### src/rtl/segment7_ascii.sv
// Converts a 7-segment pattern (bit0=a .. bit6=g) into the ASCII code of the character it shows.
// Latency: 1 cycle; the result is visible right after the rising edge that samples it with en=1.
// No backpressure: a sample is accepted on every en=1 edge, and en=0 holds the last result.
module segment7_ascii #(
    parameter bit         ACTIVE_LOW   = 1'b0,
    parameter logic [7:0] UNKNOWN_CHAR = 8'h3F
) (
    input  logic       clk,
    input  logic       rst_n,
    input  logic       en,
    input  logic [6:0] seg,
    output logic [7:0] ascii,
    output logic       known
);

    // Common-anode sources drive 0 for a lit segment, so flip them to lit=1 before lookup.
    logic [6:0] pat;
    assign pat = ACTIVE_LOW ? ~seg : seg;

    // {hit, code} from the lookup table.
    logic [8:0] dec;

    // Table lookup. The miss code has bit 7 cleared so the output stays 7-bit ASCII
    // even if UNKNOWN_CHAR is overridden with a wider value.
    always_comb begin
        dec = {1'b0, 1'b0, UNKNOWN_CHAR[6:0]};
        case (pat)
            7'b0111111: dec = {1'b1, 8'h30};
            7'b0000110: dec = {1'b1, 8'h31};
            7'b1011011: dec = {1'b1, 8'h32};
            7'b1001111: dec = {1'b1, 8'h33};
            7'b1100110: dec = {1'b1, 8'h34};
            7'b1101101: dec = {1'b1, 8'h35};
            7'b1111101: dec = {1'b1, 8'h36};
            7'b0000111: dec = {1'b1, 8'h37};
            7'b0100111: dec = {1'b1, 8'h37};
            7'b1111111: dec = {1'b1, 8'h38};
            7'b1101111: dec = {1'b1, 8'h39};
            7'b1100111: dec = {1'b1, 8'h39};
            7'b1110111: dec = {1'b1, 8'h41};
            7'b1111100: dec = {1'b1, 8'h62};
            7'b0111001: dec = {1'b1, 8'h43};
            7'b1011110: dec = {1'b1, 8'h64};
            7'b1111001: dec = {1'b1, 8'h45};
            7'b1110001: dec = {1'b1, 8'h46};
            7'b0000000: dec = {1'b1, 8'h20};
            7'b1000000: dec = {1'b1, 8'h2D};
            7'b0001000: dec = {1'b1, 8'h5F};
            default:    dec = {1'b0, 1'b0, UNKNOWN_CHAR[6:0]};
        endcase
    end

    // Output register: capture the decoded result on enabled edges, clear on reset.
    always_ff @(posedge clk or negedge rst_n) begin
        if (!rst_n) begin
            ascii <= 8'h00;
            known <= 1'b0;
        end else if (en) begin
            ascii <= dec[7:0];
            known <= dec[8];
        end
    end

endmodule

### config.mk
export PLATFORM = sky130hd
export DESIGN_NAME = segment7_ascii
export DESIGN_NICKNAME = d
export VERILOG_FILES = /design/src/rtl/segment7_ascii.sv
export SDC_FILE = /design/constraint.sdc
export NUM_CORES = 1
export LEC_CHECK = 0
export CORE_UTILIZATION = 54
export CTS_BUF_LIST = sky130_fd_sc_hd__clkbuf_2 sky130_fd_sc_hd__clkbuf_4 sky130_fd_sc_hd__clkbuf_8
export DETAILED_ROUTE_END_ITERATION = 10
export PLACE_DENSITY = 0.93
export SLEW_MARGIN = 20
export SYNTH_ARGS = -nofsm -noshare
export SYNTH_HDL_FRONTEND = slang
export SYNTH_SLANG_ARGS = --single-unit
### constraint.sdc
create_clock -name clk -period 1.2 [get_ports clk]
set_input_delay 0.12 -clock clk [delete_from_list [all_inputs] [get_ports clk]]
set_output_delay 0.12 -clock clk [all_outputs]
set_load 0.02 [all_outputs]
==> flow_summary.yaml, run 1 <==
status:
  outcome: "did not finish"
  lastStage: "global routing (5_1_grt)"
  firstError: "[ERROR DPL-0038] Utilization greater than 100%, impossible to legalize"
place:
  dp.cells: 143
  gp_congestion: 0.887
  portBuffers: 17
  hpwl_mm: 2.11
yosys:
  synth_nets: 104
  post_synth_num_cell_types: 44
  yosysTopAreaCell: "dfrtp_1"
  ys_async_sr_fraction_pct: 100
  ys_seq_area_share_pct: 25.8
  netlist.area_leader.share_pct: 25.8
  ys_ff_latch: 8
  synth_common_cells: "12 x nand2_1, 8 x dfrtp_1, 6 x nor2_1"
  dominantRegCellSynth: "dfrtp_1"
  synth_cells: 94
  synth-edff-count: 0
  yosysMostFrequentCell: "nand2_1"
  synth_area_leaders: "dfrtp_1 26%, nand2_1 5.8%, o32a_1 5.2%"
  ys_warn_count: 0
  synth.cell_area_um2: 776
  syn_area_per_cell_um2: 8.25
clock_network:
  cts_num_sinks: 8
  cts_buffers: 3
  root_buffer: "clkbuf_4"
  htree_levels: 1
  clk_path_buf_depth: 2
global_routing:
  grt_max_degree: 13
timing:
  worst_endpoint_kind: "register data pin"
  worst_endpoint: "ascii[1]$_DFFE_PN0P_/D"
floorplanning:
  die_y_um: 39.9
  die_w_um: 39.9
  start_util_pct: 58.9
  rows: 13
  ios: 19
[stage by stage]
step	util [%]	area (um^2)	worst slack [ns]
after global placement	85.7	1130	-0.875
after floorplan	-	803	-0.390
after CTS	96.5	1270	-0.351
after detailed placement	85.7	1130	-0.986
[what timing repair did]
action | in CTS
setup endpoints to repair | 16
setup buffers | 7
hold buffers | 0
resized for setup | 58
pin swaps | 11
gates cloned | 0
endpoints found under the hold margin | 0
[logic make-up after synthesis]
logic type / Yosys count / share of synthesized area [%]
buffers and inverters: 13 / 9.03
muxes: 1 / 1.29
other: 1 / 0.483
xor gates and xnor gates: 2 / 2.26
AOI/OAI and AO/OA: 25 / 27.4
DFF: 8 / 25.8
and+or+nand+nor: 44 / 33.7
==> run 2: changes to the inputs <==
==> config.mk (replaced) <==
export PLATFORM = sky130hd
export DESIGN_NAME = segment7_ascii
export DESIGN_NICKNAME = d
export VERILOG_FILES = /design/src/rtl/segment7_ascii.sv
export SDC_FILE = /design/constraint.sdc
export NUM_CORES = 1
export LEC_CHECK = 0
export CORE_AREA = 2 2 63 65
export DETAILED_ROUTE_END_ITERATION = 10
export DIE_AREA = 0 0 65 67
export PLACE_DENSITY_LB_ADDON = 0.15
export SLEW_MARGIN = 20
export SYNTH_ARGS = -nofsm -noshare
export SYNTH_HDL_FRONTEND = slang
export SYNTH_SLANG_ARGS = --single-unit
==> flow_summary.yaml, run 2 <==
yosys:
  post_synth_num_cell_types: 44
  ys_ff_latch: 8
  dominantRegCellSynth: "dfrtp_1"
  ys_async_sr_fraction_pct: 100
  synth.cell_area_um2: 776
  syn_area_per_cell_um2: 8.25
  synth_cells: 94
  yosysMostFrequentCell: "nand2_1"
  ys_seq_area_share_pct: 25.8
  synth_nets: 104
  netlist.area_leader.share_pct: 25.8
  synth-edff-count: 0
  ys_warn_count: 0
  synth_common_cells: "12 x nand2_1, 8 x dfrtp_1, 6 x nor2_1"
  yosysTopAreaCell: "dfrtp_1"
  synth_area_leaders: "dfrtp_1 26%, nand2_1 5.8%, o32a_1 5.2%"
global_routing:
  grt_max_degree: 11
  antenna_found_initial: 0
  grt_first_pass_wirelength_mm: 4.17
  grt_pass1_vias: 887
  grt.total_usage_pct: 12.4
  overflow: 0
floorplanning:
  core-area_mm2: 0.00361
  die_w_um: 65
  rows: 22
  ios: 19
  dieArea_mm2: 0.00436
  die_y_um: 67
  start_util_pct: 21.5
timing:
  rsz0062_at_grt: "yes"
  setup_viol_count_final: 8
  whs_ns: 0.177
  setup_slack_ns: -0.310
  hold_violations: 0
  skew_ns: 0
  period_share_pct: 126
  layout_min_cycle_time_ns: 1.51
  fmax_mhz: 662
  slew_violations: 0
drt:
  wl_per_cell_um: 12.9
  first_pass_iters: 4
  routed_wl_mm: 2.54
  ant_nets: 0
  num_vias: 911
  drt_iter0_drc: 11
  vias_per_cell: 4.62
  drc_errors: 0
clock_network:
  cts_num_sinks: 8
  root_buffer: "clkbuf_8"
  hold_buffers: 0
  clk_path_buf_depth: 2
  htree_levels: 1
  cts_buffers: 3
  insertion_delay_ns: 0.22
  cts_tree: "yes"
  path_clk_slew_ns: 0.04
hold_path:
  hold_class: "in -> async"
finish:
  finalNetCount: 161
  largest_reg_flops: 7
  regMostFlops: "ascii"
  multi_input_area_um2: 608
  nFillCells: 378
  layout_common_cells: "37 x buf_4, 9 x nand2_1, 9 x dlygate4sd2_1, 9 x buf_6, 8 x dfrtp_1"
  ff_latch_area_um2: 200
  synthToLayoutAreaGrowth_pct: 86.1
  layoutNonFillerInstCount: 197
  drive_gt1_share_pct: 51.0
  largest_registers: "ascii x7, known x1"
  diodes: 0
  stdcell_area_mm2: 0.00144
  mostFrequentLayoutCell: "buf_4"
place:
  portBuffers: 17
  hpwl_mm: 1.98
  dp.cells: 184
  place_ws_ns: -0.956
  place_area_mm2: 0.00123
  gp_congestion: 0.908
pwr:
  pwr-share-seq_pct: 30.4
  p_sw_share_pct: 29.5
  power.internal_uw: 712
  total_power_uw: 1010
  p_switching_uw: 298
  irDropWorstVdd_mv: 0.235
  pwr-share-comb_pct: 39.3
  clock_power_share_pct: 30.3
  p_leak_uw: 0.000598
  power_density_mw_per_mm2: 700
worst_setup_path:
  path_max_fanout: 8
  worst_ep_required_time_ns: 1.30
  critPathKind: "in -> reg"
  arrival_ns: 1.61
  endpoint_kind: "flip-flop"
  cp-start-kind: "primary input"
status:
  violations: "setup timing"
  outcome: "finished with violations"
flow_run:
  max_cap_viol_count: 0
-- run 2: critical path, cell delays in order --
cell and delay, ns:
dlygate4sd2_1 0.25, buf_6 0.14, nor4b_1 0.34, a41oi_2 0.12, o221ai_4 0.25, nor4b_4 0.10
o32a_1 0.29
-- run 2: per-layer routing --
layer | wire, um | vias to the layer above | track usage [%]
met1 | 1170 | 429 | 15.5
met3 | 61 | 4 | 1.01
met5 | 0 | - | 0
met4 | 22 | 0 | 3.99
li1 | - | 461 | -
met2 | 1290 | 17 | 22.2
-- run 2: final cells by class --
type | count | area share [%]
clock buffers | 3 | 2.86
repair buffers | 62 | 36.2
multi-input cells | 73 | 42.1
inverters | 3 | 0.780
flip-flops and latches | 8 | 13.9
well taps | 48 | 4.16
-- run 2: path summary, 6_finish.rpt --
kind | from | end | slack, ns | cells past startpoint
worst max-delay path | seg[6] | ascii[1] | -0.31 | 7
worst min-delay path | rst_n | ascii[3] | 0.18 | 1
worst max register to register | ascii[1] | ascii[1] | 0.54 | 1
worst min register to register | ascii[3] | ascii[3] | 0.51 | 1
max in group asynchronous | rst_n | ascii[6] | 0.76 | 1
min in group clk | seg[0] | ascii[4] | 0.48 | 6
-- run 2: stage by stage --
stage	TNS, ns	util (%)
global placement	-7.20	34.1
floorplan	-2.35	-
detailed placement	-7.20	34.1
global route	-2.47	40.0
CTS	-2.69	39.1
finish	-2.04	40.0
-- run 2: what timing repair did --
item                                    CTS  global route
gates cloned                              0             0
buffers inserted                         10             1
endpoints found under the setup margin   16             8
pin swaps                                12            10
resized for setup                        58            10
-- run 2: power groups by stage --
stage | logic [uW] | clock network, uW | registers (uW)
2_1_floorplan | 149 | 0 | 341
3_3_place_gp | 357 | 0 | 311
3_5_place_dp | 356 | 0 | 313
4_1_cts | 386 | 323 | 308
5_1_grt | 428 | 339 | 310
6_report | 397 | 306 | 307
-- run 2: cell families after synthesis --
group           after synthesis  synth area share [%]
simple gates                 44                  33.7
xor+xnor                      2                  2.26
flops                         8                  25.8
other cells                   1                 0.483
compound gates               25                  27.4
buf+inv                      13                  9.03
mux                           1                  1.29
(Power assumes the default switching activity.)
==> run 3: changes to the inputs <==
==> constraint.sdc (replaced) <==
create_clock -name clk -period 1.95 [get_ports clk]
set_input_delay 0.195 -clock clk [delete_from_list [all_inputs] [get_ports clk]]
set_output_delay 0.195 -clock clk [all_outputs]
set_load 0.1 [all_outputs]
==> flow_summary.yaml, run 3 (synthesized netlist as in run 2, its figures left out) <==
finish:
  finalNetCount: 155
  multi_input_area_um2: 532
  layoutNonFillerInstCount: 191
  nFillCells: 387
  final_util_pct: 35.8
  diodes: 0
  largest_reg_flops: 7
  mostFrequentLayoutCell: "buf_4"
  drive_gt1_share_pct: 42.7
  regMostFlops: "ascii"
  ff_latch_area_um2: 200
  synthToLayoutAreaGrowth_pct: 66.3
  layout_common_cells: "44 x buf_4, 12 x nand2_1, 8 x dfrtp_1"
  largest_registers: "ascii x7, known x1"
floorplanning:
  ios: 19
  die_y_um: 67
  rows: 22
  die_w_um: 65
  core-area_mm2: 0.00361
  start_util_pct: 21.5
  dieArea_mm2: 0.00436
timing:
  fmax_mhz: 535
  period_share_pct: 95.9
  layout_min_cycle_time_ns: 1.87
  setup_viol_count_final: 0
  final.setup.tns_ns: 0
  slew_violations: 0
  setup_slack_ns: 0.0791
  skew_ns: 0
  hold_violations: 0
  whs_ns: 0.250
  rsz0062_at_grt: "no"
worst_setup_path:
  rr_worst_depth: 1
  r2r_start: "ascii[0]"
  critPathKind: "in -> reg"
  r2r_slack_ns: 1.29
  r2r-end: "ascii[0]"
  crit_buf_inv: 2
  slowest_stage: "or4_4"
  cp_cell_sequence: "dlygate4sd2_1 > or4_4 > buf_4 > nor3_1 > a211oi_2 > nor4b_4 > o32a_1"
  cp-start-kind: "primary input"
  critPathTopFamily: "simple AND/OR/NAND/NOR gates"
  endpoint_kind: "flip-flop"
  arrival_ns: 1.97
  path_max_fanout: 5
  critical-path-max-stage-delay_ns: 0.55
  worst_ep_required_time_ns: 2.05
  crit_path_start: "seg[5]"
drt:
  wl_per_cell_um: 12.5
  drt_iter0_drc: 33
  routed_wl_mm: 2.39
  first_pass_iters: 4
  drc_errors: 0
  vias_per_cell: 4.67
  ant_nets: 0
  num_vias: 892
pwr:
  irDropWorstVdd_mv: 0.196
  clock_power_share_pct: 27.1
  pwr-share-comb_pct: 45.7
  pwr-share-seq_pct: 27.3
  p_switching_uw: 271
  power_density_mw_per_mm2: 540
  power.internal_uw: 426
  p_sw_share_pct: 38.9
  p_leak_uw: 0.000548
clock_network:
  clk_path_buf_depth: 2
  root_buffer: "clkbuf_8"
  path_clk_slew_ns: 0.04
  insertion_delay_ns: 0.22
  cts_buffers: 3
  htree_levels: 1
  hold_buffers: 0
  cts_num_sinks: 8
  cts_tree: "yes"
place:
  portBuffers: 17
  gp_congestion: 0.836
  place_ws_ns: -0.344
  hpwl_mm: 1.92
  dp.cells: 184
global_routing:
  grt_first_pass_wirelength_mm: 4.15
  antenna_found_initial: 0
  overflow: 0
  grt_max_degree: 15
  grt.total_usage_pct: 11.9
  grt_pass1_vias: 899
hold_path:
  hold_class: "in -> async"
flow_run:
  max_cap_viol_count: 0
status:
  outcome: "complete, no violations"
run 3: layout make-up:
type | instances | share of cell area, %
multi-input combinational | 73 | 41.2
timing repair buffer | 56 | 34.5
sequential | 8 | 15.5
tap | 48 | 4.66
clock buffer | 3 | 3.20
inverter | 3 | 0.873
run 3: worst max-delay path by stage:
stage / depth (start not counted) / slack, ns / endpoint
global route: 7 / 0.008 / ascii[2]
detailed placement: 7 / -0.34 / ascii[2]
CTS: 7 / 0.09 / ascii[2]
floorplan: 6 / 0.08 / ascii[0]
finish: 7 / 0.08 / ascii[0]
global placement: 7 / -0.37 / ascii[2]
run 3: repair_timing:
action                     in CTS  in global routing
resized for setup              15                  0
hold endpoints to repair        0                  0
setup endpoints to repair       5                  0
buffers inserted                4                  0
run 3: metal layers:
metal / part of all wire, % / wire (um) / global-route usage (%) / vias to the layer above
met5: 0 / 0 / 0 / -
met2: 48 / 1150 / 21.3 / 17
met1: 48 / 1140 / 15.0 / 419
met4: 0.59 / 14 / 3.19 / 0
met3: 3.3 / 78 / 1.52 / 2
li1: - / - / - / 454
run 3: power by group through the flow:
stage	Combinational (uW)	Clock, uW	Sequential (uW)
4_1_cts	318	197	190
2_1_floorplan	93.6	0	300
6_report	318	188	190
3_3_place_gp	309	0	192
3_5_place_dp	309	0	192
5_1_grt	336	207	192
run 3: stage by stage:
step	power (uW)	area (um^2)
floorplan	394	776
finish	696	1290
global route	736	1290
global placement	501	1190
detailed placement	501	1190
CTS	705	1290
==> run 4: changes to the inputs <==
--- a/config.mk
+++ b/config.mk
@@ -5,6 +5,7 @@
 export SDC_FILE = /design/constraint.sdc
 export NUM_CORES = 1
 export LEC_CHECK = 0
+export ABC_CLOCK_PERIOD_IN_PS = 1950
 export CORE_AREA = 2 2 63 65
 export DETAILED_ROUTE_END_ITERATION = 10
 export DIE_AREA = 0 0 65 67
==> results of run 4 <==
Final layout, timing and power as in run 3 (identical DEF).
==> RTL edit 1 (config.mk and constraints of run 2) <==
Change the parameter `ACTIVE_LOW` from 1'b0 to 1'b1.
--- a/src/rtl/segment7_ascii.sv
+++ b/src/rtl/segment7_ascii.sv
@@ -2,7 +2,7 @@
 // Latency: 1 cycle; the result is visible right after the rising edge that samples it with en=1.
 // No backpressure: a sample is accepted on every en=1 edge, and en=0 holds the last result.
 module segment7_ascii #(
-    parameter bit         ACTIVE_LOW   = 1'b0,
+    parameter bit         ACTIVE_LOW   = 1'b1,
     parameter logic [7:0] UNKNOWN_CHAR = 8'h3F
 ) (
     input  logic       clk,
Formal check against the unedited RTL: not equivalent (a bounded check fails within 4 cycles, from zero or initial values and one cycle with rst_n low).
==> RTL edit 1 against run 2 <==
The run still ends with setup timing left. Global-route usage rose by 1.2 points. Wire length rose by 6.1%. Sequential cell count did not move. Count of clock-buffer cells in the layout did not move. Final area rose by 8.4%. Worst setup slack improved by 0.11 ns. Via count rose by 4.4%. Power rose by 4.7%. Non-clock buffer count fell by 8. Maximum frequency rose by 7.8%. Sequential share of layout area fell by 1.1 points. Synthesized area rose by 4.7%. Largest cell class unchanged.
==> RTL edit 1: results (changes against run 2) <==
cts:
  cts_resized: 66  # +14%
  cts_setup_buffers: 6  # -4
timing:
  fin_ws_ns: -0.201  # +0.109 ns
  finalSetupViolations: 7  # -1
  hold-worst-slack_ns: 0.168  # -0.00839 ns
cells_and_area:
  final_nets: 158  # -1.9%
  fillers: 365  # -3.4%
  drive_gt1_share_pct: 52.7  # +1.7 points
  final_cells: 194  # -1.5%
logic_synthesis:
  synth_area_leaders: "dfrtp_1 (25%), a21oi_1 (6.8%), nor2_1 (4.6%), nand4b_1 (3.2%), nor3_1 (3.1%)"
  synthXorXnorAreaFrac_pct: 2.16  # -0.10 points
  synth_mux_area_share_pct: 1.85  # +0.56 points
  synth_common_cells: "a21oi_1 (11), nor2_1 (10), dfrtp_1 (8), nor3_1 (5)"
  synth_cell_types: 45  # +2.3%
  syn_area_per_cell_um2: 8.20  # -0.61%
  async_reset_ff_share_pct: 100  # unchanged
  seq_area_frac_synth_pct: 24.7  # -1.2 points
  syn_nets: 109  # +4.8%
  synth-compound-area-share_pct: 21.1  # -6.3 points
placement:
  gp_congestion: 0.797  # -12%
  place_area_um2: 1270  # +2.9%
  hpwl_mm: 1.95  # -1.2%
outcome:
  violations: "setup timing"
  status: "complete, but fails checks"
routing:
  first_iter_violations: 28  # +17
critical_path:
  r2r_slack_ns: 0.44  # -0.10 ns
  critPathMaxStageDelay_ns: 0.55  # +0.21 ns
  reg2reg_to: "known$_DFFE_PN0P_"
  critPathLaunch: "seg[4]"
  cp_slowest_cell: "or4b_4"
  setup.worst_path.end: "ascii[5]$_DFFE_PN0P_"
  reg2reg_from: "known$_DFFE_PN0P_"
pwr:
  pg_comb_mw: 0.436  # +9.8%
  peakVddDrop_mv: 0.200  # -15%
  sw_frac_of_total_pct: 30.5  # +0.95 points
  sequentialPowerShare_pct: 29.1  # -1.3 points
global_routing:
  grt_usage_pct: 13.6  # +1.2 points
## RTL edit 1: cell count changes in the layout (fill, tap and decap cells not counted), moves of 3 or more
cell     delta
a21oi_1     +5
o32a_1      -4
nand2_1     -6
buf_4       -9
nor3_1      +3
## RTL edit 1: worst max-delay path, delay by kind of cell
| kind | cells | cell delay, ns |
|---|---|---|
| AO/OA/AOI/OAI | 3 | 0.45 |
| buffers and inverters | 2 | 0.30 |
| AND/OR/NAND/NOR | 2 | 0.63 |
## RTL edit 1: layout make-up
cell class              count  area, um2  share of cell area (%)
repair buffers             54        519                    33.2
clock buffers               3       41.3                    2.64
multi-input cells          77        729                    46.6
inverters                   4       15.0                   0.959
well taps                  48       60.1                    3.84
flip-flops and latches      8        200                    12.8
## RTL edit 1: per-layer routing
metal  GRT usage (%)  share of wire [%]
met1            15.6                 42
met2            24.6                 52
met3            2.03                3.8
met4            6.38                2.0
met5               0                  0
==> RTL edit 2 (settings of run 2) <==
Made on the original files. Put one more register stage on the output `ascii`, cleared by the reset. The value now appears one clock later. The other outputs are not delayed to match.
--- a/src/rtl/segment7_ascii.sv
+++ b/src/rtl/segment7_ascii.sv
@@ -12,6 +12,8 @@
     output logic [7:0] ascii,
     output logic       known
 );
+
+    logic [7:0] ascii_s0;
 
     // Common-anode sources drive 0 for a lit segment, so flip them to lit=1 before lookup.
     logic [6:0] pat;
@@ -53,11 +55,19 @@
     // Output register: capture the decoded result on enabled edges, clear on reset.
     always_ff @(posedge clk or negedge rst_n) begin
         if (!rst_n) begin
-            ascii <= 8'h00;
+            ascii_s0 <= 8'h00;
             known <= 1'b0;
         end else if (en) begin
-            ascii <= dec[7:0];
+            ascii_s0 <= dec[7:0];
             known <= dec[8];
+        end
+    end
+
+    always_ff @(posedge clk or negedge rst_n) begin
+        if (!rst_n) begin
+            ascii <= '0;
+        end else begin
+            ascii <= ascii_s0;
         end
     end
 
Function: changed (Yosys sat finds a counterexample within 4 cycles, from zero or initial values and one cycle with rst_n low).
==> RTL edit 2 against run 2 <==
Final area is 2.6% higher. Power increased by 31%. Wire length up 6.3%. Register-to-register slack lost 0.09 ns. Die area is the same. Final cell count decreased by 1.5%. Sequential cell count up 7. Via count rose by 5.2%. Clock skew up 0.00078 ns. First-iteration DRC count grew to 3.2 times the old value. Worst setup slack gained 0.34 ns. Hold slack better by 0.0072 ns. Synthesized area increased by 26%. Critical endpoint is now ascii_s0[5]$_DFFE_PN0P_. Largest power group is now sequential cells.
==> RTL edit 2: results (changes against run 2) <==
cells_and_area:
  drive_gt1_share_pct: 41.1  # -9.9 points
  final_nets: 157  # -2.5%
logic_synthesis:
  seq_area_frac_synth_pct: 38.5  # +13 points
  synth_area_leaders: "dfrtp_1 (38%), nor2_1 (5.0%), nand3_1 (4.1%), a31oi_1 (3.2%), nand2_1 (2.7%)"
  syn_nets: 115  # +11%
timing:
  fin_skew_ns: 0.000776  # +0.000776 ns
critical_path:
  reg2reg_to: "known$_DFFE_PN0P_"
  r2r_slack_ns: 0.45  # -0.09 ns
  reg2reg_from: "known$_DFFE_PN0P_"
  critPathMaxStageDelay_ns: 0.39  # +0.05 ns
  worstPathMaxFanout: 5  # -3
global_routing:
  grt_max_degree: 16  # +5
  grt_pass1_vias: 974  # +9.8%
  grt_pass1_wl_mm: 4.49  # +7.8%
  grt_usage_pct: 14.0  # +1.6 points
routing:
  vias: 958  # +5.2%
  first_iter_violations: 35  # +24
  routed_via_density: 4.94  # +6.8%
  wl_met1_mm: 1.07  # -8.1%
cts:
  cts.clk_slew.worst_paths_ns: 0.06  # +0.02 ns
pwr:
  peakVddDrop_mv: 0.302  # +28%
  p_leak_nw: 0.587  # -1.8%
placement:
  post-place-cells: 189  # +2.7%
  hpwl_mm: 2.06  # +4.0%
outcome:
  status: "finished clean"
## RTL edit 2: cell count changes after synthesis, moves of 3 or more
| cell | delta |
|---|---|
| nor2_1 | +7 |
| o32a_1 | -4 |
| clkbuf_1 | -3 |
| nand3_1 | +3 |
| and3_1 | +4 |
| nand2_1 | -5 |
| dfrtp_1 | +7 |
## RTL edit 2: cell type report
| cell class | instances | area (um2) |
|---|---|---|
| Sequential cell | 15 | 375 |
| Tap cell | 48 | 60.1 |
| Fill cell | 366 | 2120 |
| Clock buffer | 3 | 41.3 |
| Multi-Input combinational cell | 80 | 623 |
| Inverter | 1 | 3.75 |
| Clock inverter | 1 | 5.00 |
| Timing Repair Buffer | 46 | 373 |
## RTL edit 2: stage by stage
| stage | hold slack [ns] | TNS (ns) | instance area [um2] |
|---|---|---|---|
| detailed placement | 0.362 | -5.33 | 1360 |
| global route | 0.208 | -0.0172 | 1480 |
| floorplan | -0.176 | -0.123 | 978 |
| finish | 0.184 | 0 | 1480 |
| global placement | 0.362 | -5.02 | 1360 |
| CTS | 0.189 | -0.0860 | 1470 |
## RTL edit 2: cell families (layout without fill, tap and decap cells)
group                  Yosys count  count (layout)  synth area share, %
other                            1               1                0.384
XOR/XNOR                         2               2                 1.80
multiplexers                     2               2                 2.56
AO/OA/AOI/OAI                   22              22                 17.2
buffers and inverters           10              51                 6.67
flip-flops                      15              15                 38.5
AND/OR/NAND/NOR                 53              53                 32.9
## RTL edit 2: worst min-delay path by stage
stage                                     to  slack, ns                    start  depth (start not counted)
after floorplan           ascii[0]$_DFF_PN0_      -0.18                    rst_n                          0
after global placement    ascii[4]$_DFF_PN0_       0.36  ascii_s0[4]$_DFFE_PN0P_                          0
after detailed placement  ascii[6]$_DFF_PN0_       0.36  ascii_s0[6]$_DFFE_PN0P_                          0
after CTS                 ascii[1]$_DFF_PN0_       0.19                    rst_n                          2
after global routing      ascii[1]$_DFF_PN0_       0.21                    rst_n                          2
final                     ascii[1]$_DFF_PN0_       0.18                    rst_n                          2
## RTL edit 2: routing by layer
layer / GRT usage, % / up-vias
met5: 0 / -
met3: 1.18 / 8
met4: 10.9 / 0
met2: 26.2 / 27
met1: 14.3 / 452
li1: - / 471
## RTL edit 2: where the power goes
group          switching (mW)  leakage, nW  internal [mW]
Clock                   0.171       0.0255          0.230
Combinational           0.186        0.410          0.174
Sequential             0.0157        0.151          0.548
Total                   0.373        0.587          0.952
## RTL edit 2: repair_timing
item,4_1_cts,5_1_grt
hold buffers,0,0
gates resized for setup,55,7
setup endpoints to repair,16,6
setup buffers,1,0
pin swaps,14,6
